[src/rtl/mix_vga_agc_if.sv]
// Sample/threshold/override bus into the mixer VGA gain controller and its gain-level outputs.
interface mix_vga_agc_if #(
  parameter int LEVEL_WIDTH = 3,
  parameter int MAG_WIDTH   = 12
);
  logic                   sample_valid;
  logic [MAG_WIDTH-1:0]   sample_mag;
  logic [MAG_WIDTH-1:0]   thr_hi;
  logic [MAG_WIDTH-1:0]   thr_lo;
  logic                   manual_en;
  logic [LEVEL_WIDTH-1:0] manual_level;
  logic [LEVEL_WIDTH-1:0] vga_level;
  logic                   level_changed;
  logic                   at_min;
  logic                   at_max;
  logic [1:0]             agc_state;

  modport master (
    output sample_valid, sample_mag, thr_hi, thr_lo, manual_en, manual_level,
    input  vga_level, level_changed, at_min, at_max, agc_state
  );

  modport slave (
    input  sample_valid, sample_mag, thr_hi, thr_lo, manual_en, manual_level,
    output vga_level, level_changed, at_min, at_max, agc_state
  );
endinterface

[src/rtl/mix_vga_agc.sv]
// Peak-window AGC stepping the mixer VGA level with settle blanking and host override.
// Optional build macro: MIX_VGA_AGC_FAST_ATTACK_EN (full-scale peak drops the level by 2).
module mix_vga_agc #(
  parameter int LEVEL_WIDTH   = 3,
  parameter int MAX_LEVEL     = 6,
  parameter int RESET_LEVEL   = 3,
  parameter int MAG_WIDTH     = 12,
  parameter int WINDOW        = 64,
  parameter int SETTLE_CYCLES = 16
) (
  input  logic           clk,
  input  logic           rst,
  mix_vga_agc_if.slave   bus
);

  typedef enum logic [1:0] {
    ST_SETTLE  = 2'd0,
    ST_MEASURE = 2'd1,
    ST_ADJUST  = 2'd2,
    ST_MANUAL  = 2'd3
  } state_t;

  localparam int CNT_W = $clog2(WINDOW + 1);
  localparam int SET_W = $clog2(SETTLE_CYCLES + 1);
  localparam logic [LEVEL_WIDTH-1:0] MAX_LVL  = LEVEL_WIDTH'(MAX_LEVEL);
  localparam logic [LEVEL_WIDTH-1:0] RST_LVL  = LEVEL_WIDTH'(RESET_LEVEL);
  localparam logic [LEVEL_WIDTH-1:0] LVL_ZERO = {LEVEL_WIDTH{1'b0}};
  localparam logic [CNT_W-1:0]       CNT_LAST = CNT_W'(WINDOW - 1);
  localparam logic [SET_W-1:0]       SET_LAST = SET_W'(SETTLE_CYCLES - 1);

  state_t                 state_r;
  logic [SET_W-1:0]       settle_cnt_r;
  logic [CNT_W-1:0]       cnt_r;
  logic [MAG_WIDTH-1:0]   peak_r;
  logic [LEVEL_WIDTH-1:0] level_r;
  logic                   level_changed_r;
  logic                   at_min_r;
  logic                   at_max_r;
  logic [LEVEL_WIDTH-1:0] lvl_nxt_s;

  function automatic logic [LEVEL_WIDTH-1:0] clamp_level(input logic [LEVEL_WIDTH-1:0] req);
    logic [LEVEL_WIDTH-1:0] res;
    if (req > MAX_LVL) res = MAX_LVL;
    else               res = req;
    return res;
  endfunction

  // High threshold is tested first so it wins when the thresholds are crossed.
  function automatic logic [LEVEL_WIDTH-1:0] adjust_level(
    input logic [LEVEL_WIDTH-1:0] lvl,
    input logic [MAG_WIDTH-1:0]   peak,
    input logic [MAG_WIDTH-1:0]   hi,
    input logic [MAG_WIDTH-1:0]   lo
  );
    logic [LEVEL_WIDTH-1:0] res;
    res = lvl;
`ifdef MIX_VGA_AGC_FAST_ATTACK_EN
    if ((peak == {MAG_WIDTH{1'b1}}) && (lvl != LVL_ZERO)) begin
      if (lvl >= LEVEL_WIDTH'(2)) res = lvl - LEVEL_WIDTH'(2);
      else                        res = LVL_ZERO;
    end else
`endif
    if ((peak > hi) && (lvl != LVL_ZERO)) res = lvl - LEVEL_WIDTH'(1);
    else if ((peak < lo) && (lvl < MAX_LVL)) res = lvl + LEVEL_WIDTH'(1);
    else res = lvl;
    return res;
  endfunction

  // Next gain level: manual follow, window adjust, or hold.
  always_comb begin
    lvl_nxt_s = level_r;
    if (bus.manual_en) begin
      if (state_r == ST_MANUAL) lvl_nxt_s = clamp_level(bus.manual_level);
      else                      lvl_nxt_s = level_r;
    end else if (state_r == ST_ADJUST) begin
      lvl_nxt_s = adjust_level(level_r, peak_r, bus.thr_hi, bus.thr_lo);
    end else begin
      lvl_nxt_s = level_r;
    end
  end

  // Control FSM with registered level and status outputs.
  always_ff @(posedge clk) begin
    if (!rst) begin
      state_r         <= ST_SETTLE;
      settle_cnt_r    <= {SET_W{1'b0}};
      cnt_r           <= {CNT_W{1'b0}};
      peak_r          <= {MAG_WIDTH{1'b0}};
      level_r         <= RST_LVL;
      level_changed_r <= 1'b0;
      at_min_r        <= (RST_LVL == LVL_ZERO);
      at_max_r        <= (RST_LVL == MAX_LVL);
    end else begin
      level_r         <= lvl_nxt_s;
      level_changed_r <= (lvl_nxt_s != level_r);
      at_min_r        <= (lvl_nxt_s == LVL_ZERO);
      at_max_r        <= (lvl_nxt_s == MAX_LVL);
      if (bus.manual_en) begin
        state_r <= ST_MANUAL;
      end else begin
        case (state_r)
          ST_SETTLE: begin
            if (settle_cnt_r == SET_LAST) begin
              state_r      <= ST_MEASURE;
              settle_cnt_r <= {SET_W{1'b0}};
              peak_r       <= {MAG_WIDTH{1'b0}};
              cnt_r        <= {CNT_W{1'b0}};
            end else begin
              settle_cnt_r <= settle_cnt_r + SET_W'(1);
            end
          end
          ST_MEASURE: begin
            if (bus.sample_valid) begin
              if (bus.sample_mag > peak_r) peak_r <= bus.sample_mag;
              else                         peak_r <= peak_r;
              cnt_r <= cnt_r + CNT_W'(1);
              if (cnt_r == CNT_LAST) state_r <= ST_ADJUST;
              else                   state_r <= ST_MEASURE;
            end else begin
              state_r <= ST_MEASURE;
            end
          end
          ST_ADJUST: begin
            if (lvl_nxt_s != level_r) begin
              state_r      <= ST_SETTLE;
              settle_cnt_r <= {SET_W{1'b0}};
            end else begin
              state_r <= ST_MEASURE;
              peak_r  <= {MAG_WIDTH{1'b0}};
              cnt_r   <= {CNT_W{1'b0}};
            end
          end
          ST_MANUAL: begin
            state_r      <= ST_SETTLE;
            settle_cnt_r <= {SET_W{1'b0}};
          end
          default: begin
            state_r      <= ST_SETTLE;
            settle_cnt_r <= {SET_W{1'b0}};
          end
        endcase
      end
    end
  end

  assign bus.vga_level     = level_r;
  assign bus.level_changed = level_changed_r;
  assign bus.at_min        = at_min_r;
  assign bus.at_max        = at_max_r;
  assign bus.agc_state     = state_r;

endmodule

[src/flat_wrapper.sv]
// flat-port wrapper written by rule: the top's interface ports become plain ports
module mix_vga_agc_flat 
#(
  parameter int LEVEL_WIDTH   = 3,
  parameter int MAX_LEVEL     = 6,
  parameter int RESET_LEVEL   = 3,
  parameter int MAG_WIDTH     = 12,
  parameter int WINDOW        = 64,
  parameter int SETTLE_CYCLES = 16
)
  (clk, rst, bus_sample_valid, bus_sample_mag, bus_thr_hi, bus_thr_lo, bus_manual_en, bus_manual_level, bus_vga_level, bus_level_changed, bus_at_min, bus_at_max, bus_agc_state);
  mix_vga_agc_if #(.LEVEL_WIDTH(LEVEL_WIDTH), .MAG_WIDTH(MAG_WIDTH)) bus_i ();
  input  logic clk;
  input  logic rst;
  input wire logic [$bits(bus_i.sample_valid)-1:0] bus_sample_valid;
  input wire logic [$bits(bus_i.sample_mag)-1:0] bus_sample_mag;
  input wire logic [$bits(bus_i.thr_hi)-1:0] bus_thr_hi;
  input wire logic [$bits(bus_i.thr_lo)-1:0] bus_thr_lo;
  input wire logic [$bits(bus_i.manual_en)-1:0] bus_manual_en;
  input wire logic [$bits(bus_i.manual_level)-1:0] bus_manual_level;
  output wire logic [$bits(bus_i.vga_level)-1:0] bus_vga_level;
  output wire logic [$bits(bus_i.level_changed)-1:0] bus_level_changed;
  output wire logic [$bits(bus_i.at_min)-1:0] bus_at_min;
  output wire logic [$bits(bus_i.at_max)-1:0] bus_at_max;
  output wire logic [$bits(bus_i.agc_state)-1:0] bus_agc_state;
  assign bus_i.sample_valid = bus_sample_valid;
  assign bus_i.sample_mag = bus_sample_mag;
  assign bus_i.thr_hi = bus_thr_hi;
  assign bus_i.thr_lo = bus_thr_lo;
  assign bus_i.manual_en = bus_manual_en;
  assign bus_i.manual_level = bus_manual_level;
  assign bus_vga_level = bus_i.vga_level;
  assign bus_level_changed = bus_i.level_changed;
  assign bus_at_min = bus_i.at_min;
  assign bus_at_max = bus_i.at_max;
  assign bus_agc_state = bus_i.agc_state;
  mix_vga_agc #(.LEVEL_WIDTH(LEVEL_WIDTH), .MAX_LEVEL(MAX_LEVEL), .RESET_LEVEL(RESET_LEVEL), .MAG_WIDTH(MAG_WIDTH), .WINDOW(WINDOW), .SETTLE_CYCLES(SETTLE_CYCLES)) u_core (.clk(clk), .rst(rst), .bus(bus_i));
endmodule
[config.mk]
export PLATFORM = sky130hd
export DESIGN_NAME = mix_vga_agc_flat
export DESIGN_NICKNAME = d
export VERILOG_FILES = /design/src/rtl/mix_vga_agc_if.sv /design/src/rtl/mix_vga_agc.sv /design/src/flat_wrapper.sv
export SDC_FILE = /design/constraint.sdc
export NUM_CORES = 1
export LEC_CHECK = 0
export ABC_AREA = 0
export CORE_ASPECT_RATIO = 1.2
export CORE_MARGIN = 1.5
export CORE_UTILIZATION = 34
export DETAILED_ROUTE_END_ITERATION = 12
export PLACE_DENSITY_LB_ADDON = 0.3
export SYNTH_ARGS = -nofsm -noshare
export SYNTH_HDL_FRONTEND = slang
export SYNTH_SLANG_ARGS = --single-unit
[constraint.sdc]
create_clock -name clk -period 3.8 [get_ports clk]
set_input_delay 0.76 -clock clk [delete_from_list [all_inputs] [get_ports clk]]
set_output_delay 0.76 -clock clk [all_outputs]
set_load 0.05 [all_outputs]
==> flow_metrics.tcl <==
set metrics [dict create \
    start_util_pct 35.4 \
    hold_class "reg2reg" \
    grt_max_degree 18 \
    fin_crit_ps 3340 \
    syn-num-nets 392 \
    cts-root-buf "clkbuf_8" \
    path_clk_slew_ps 60 \
    synthTopCellsByArea "dfxtp_1, ha_1, inv_1" \
    core_um2 6900 \
    cts_resized 0 \
    grt_overflow 0 \
    routed_wl_um 5670 \
    firstDrtPassIters 4 \
    die_w_um 80.3 \
    cp_max_fo 12 \
    finalCritPeriodShare_pct 87.9 \
    syn2layout_area_growth_pct 28.2 \
    max_freq_mhz 299 \
    clock_latency_ps 280 \
    antennaDiodeCount 0 \
    path_class "in2reg" \
    dieHeight_um 95.8 \
    end_kind "flop" \
    clock_sink_count 32 \
    power.share.switching_pct 29.1 \
    yosysUniqueCellTypes 50 \
    htreeDepth 2 \
    p_total_mw 0.855 \
    max-vdd-ir-drop_mv 0.132 \
    startpoint "bus_thr_hi[7]" \
    postCtsHoldBufs 0 \
    viasPerCell 5.17 \
    synth.top_cell.area_share_pct 26.3 \
    cap_violations 0 \
    timing.slew.headroom_pct 41.7 \
    r2r_start "u_core.peak_r[7]$_SDFFE_PN0P_" \
    clock_path_buffers 2 \
    drive_gt1_share_pct 5.26 \
    yosys.area.top_type "dfxtp_1" \
    cts_tree "built" \
    p_switching_mw 0.249 \
    grt_pass1_wl_um 9620 \
    clkPwrFrac_pct 33.1 \
    syn_avg_cell_area_um2 7.90 \
    via_count 2317 \
    async_reset_ff_share_pct 0 \
    pwr-share-seq_pct 42.6 \
    track_usage_pct 15.9 \
    post_cts_buffers 0 \
    initialDrtViolationCount 98 \
    final_area_um2 3130 \
    critical_path_arrival_ps 3570 \
    row_count 33 \
    dp_hpwl_um 4620 \
    drc 0 \
    ys_ff_latch 32 \
    final_util_pct 45.3 \
    placed_area_um2 3030 \
    synth_top_flop_cell "dfxtp_1" \
    p_per_area_nw_per_um2 274 \
    avgRoutedWirePerCell_um 12.7 \
    finalHoldViolCount 0 \
    required_ps 4020 \
    holdCritStartpoint "u_core.cnt_r[1]$_SDFFE_PN0P_" \
    slew_violations 0 \
    mappedNetlistArea_um2 2440 \
    grt_antenna_before_repair 0 \
    seq_area_frac_synth_pct 26.3 \
    fin_skew_ps 4.80 \
    gp_congestion 0.825 \
    p_leak_nw 1.42 \
    synth_cells 309 \
    finalSetupTns_ps 0 \
    place.port_buffers 50 \
    yosysWarnings 0 \
    finalNetCount 444 \
    combPwrFrac_pct 24.3 \
    worstMarginPinSlew_ps 875 \
    drtAntennaViolNets 0 \
    io_pins 51 \
    cts_buffers 5 \
    synth-edff-count 0 \
    die-area_um2 7700 \
    grt_pass1_vias 2182 \
    rsz0062_at_grt "no" \
    outcome "completed" \
    dpl_worst_slack_ps 125 \
    final-setup-viol-count 0 \
    internal_power_mw 0.607 \
    setup_slack_ps 458 \
    crit_path_start_kind "primary input" \
]
[layout make-up]
type | count | area [um2]
fillers | 693 | 3770
multi-input cells | 223 | 1590
repair buffers | 53 | 523
well taps | 87 | 109
flip-flops and latches | 32 | 641
inverters | 46 | 173
clock buffers | 7 | 96.3
[layout by cell type, fill, tap and decap left out, types with 3 or more instances in the layout]
master / n
a31oi_1: 5
or3b_2: 3
o21ai_0: 17
ha_1: 40
nand3_1: 9
nand4_1: 7
nand2_1: 20
inv_1: 46
buf_4: 3
clkbuf_8: 7
a21o_1: 5
nor2_1: 27
clkdlybuf4s50_1: 50
a22o_1: 12
a21oi_1: 28
nor2b_1: 4
nor3_1: 7
dfxtp_1: 32
[registers in the layout, indices dropped and copies added, names as in the netlist]
name / count
u_core.peak_r: 12
u_core.cnt_r: 7
u_core.settle_cnt_r: 5
u_core.bus.vga_level: 3
u_core.bus.agc_state: 2
u_core.bus.at_max: 1
u_core.bus.at_min: 1
u_core.bus.level_changed: 1
[kinds of logic after synthesis]
| group | share of synthesized area, % |
|---|---|
| simple gates | 19.0 |
| compound gates | 23.8 |
| buf+inv | 8.77 |
| fa+ha+maj | 20.5 |
| flops | 26.3 |
| xor+xnor | 0.718 |
| mux | 0.872 |
[critical path, stage by stage]
cell and delay, ps:
clkdlybuf4s50_1 450, inv_1 40, ha_1 310, nand2_1 50
o21ai_0 270, a221oi_1 140, a221o_2 430, nand3_1 100
nand2_1 80, a21oi_1 680, a22o_1 260
[cells in the mapped netlist, drive strengths merged, types with 2 or more instances]
cell,n
a22o,12
nand3b,2
a31oi,5
o22ai,2
nand3,9
nand2,20
dfxtp,32
nor2b,4
o21a,2
nor3,8
a21o,5
ha,40
a211oi,2
or3b,4
a21oi,28
o21ai,18
nand4,7
nor2,27
inv,46
and3,2
nand2b,2
nor3b,2
clkbuf,7
[per-layer routing]
metal | vias up | GRT usage [%] | part of all wire, %
met1 | 1069 | 19.9 | 47
met4 | 0 | 4.31 | 1.2
met2 | 41 | 27.9 | 49
met3 | 5 | 2.56 | 2.8
li1 | 1202 | - | -
met5 | - | 0 | 0
[power by group through the flow]
stage	clock network (mW)	registers, mW	logic (mW)
3_5_place_dp	0	0.372	0.208
3_3_place_gp	0	0.371	0.205
6_report	0.284	0.364	0.208
5_1_grt	0.305	0.366	0.234
2_1_floorplan	0	0.379	0.112
4_1_cts	0.292	0.364	0.210
[metrics by stage]
| stage | hold WS (ps) | std cells |
|---|---|---|
| 6_report | 470 | 448 |
| 4_1_cts | 477 | 448 |
| 5_1_grt | 497 | 448 |
| 2_1_floorplan | 444 | 309 |
| 3_5_place_dp | 467 | 441 |
| 3_3_place_gp | 454 | 441 |
[final timing paths]
kind                                   end  slack [ps]  depth (start not counted)
max          u_core.peak_r[9]$_SDFFE_PN0P_         460                         11
min           u_core.cnt_r[1]$_SDFFE_PN0P_         470                          2
max reg2reg  u_core.peak_r[9]$_SDFFE_PN0P_        1050                          9
min reg2reg   u_core.cnt_r[1]$_SDFFE_PN0P_         470                          2
Power figures use the tool's default switching activity.
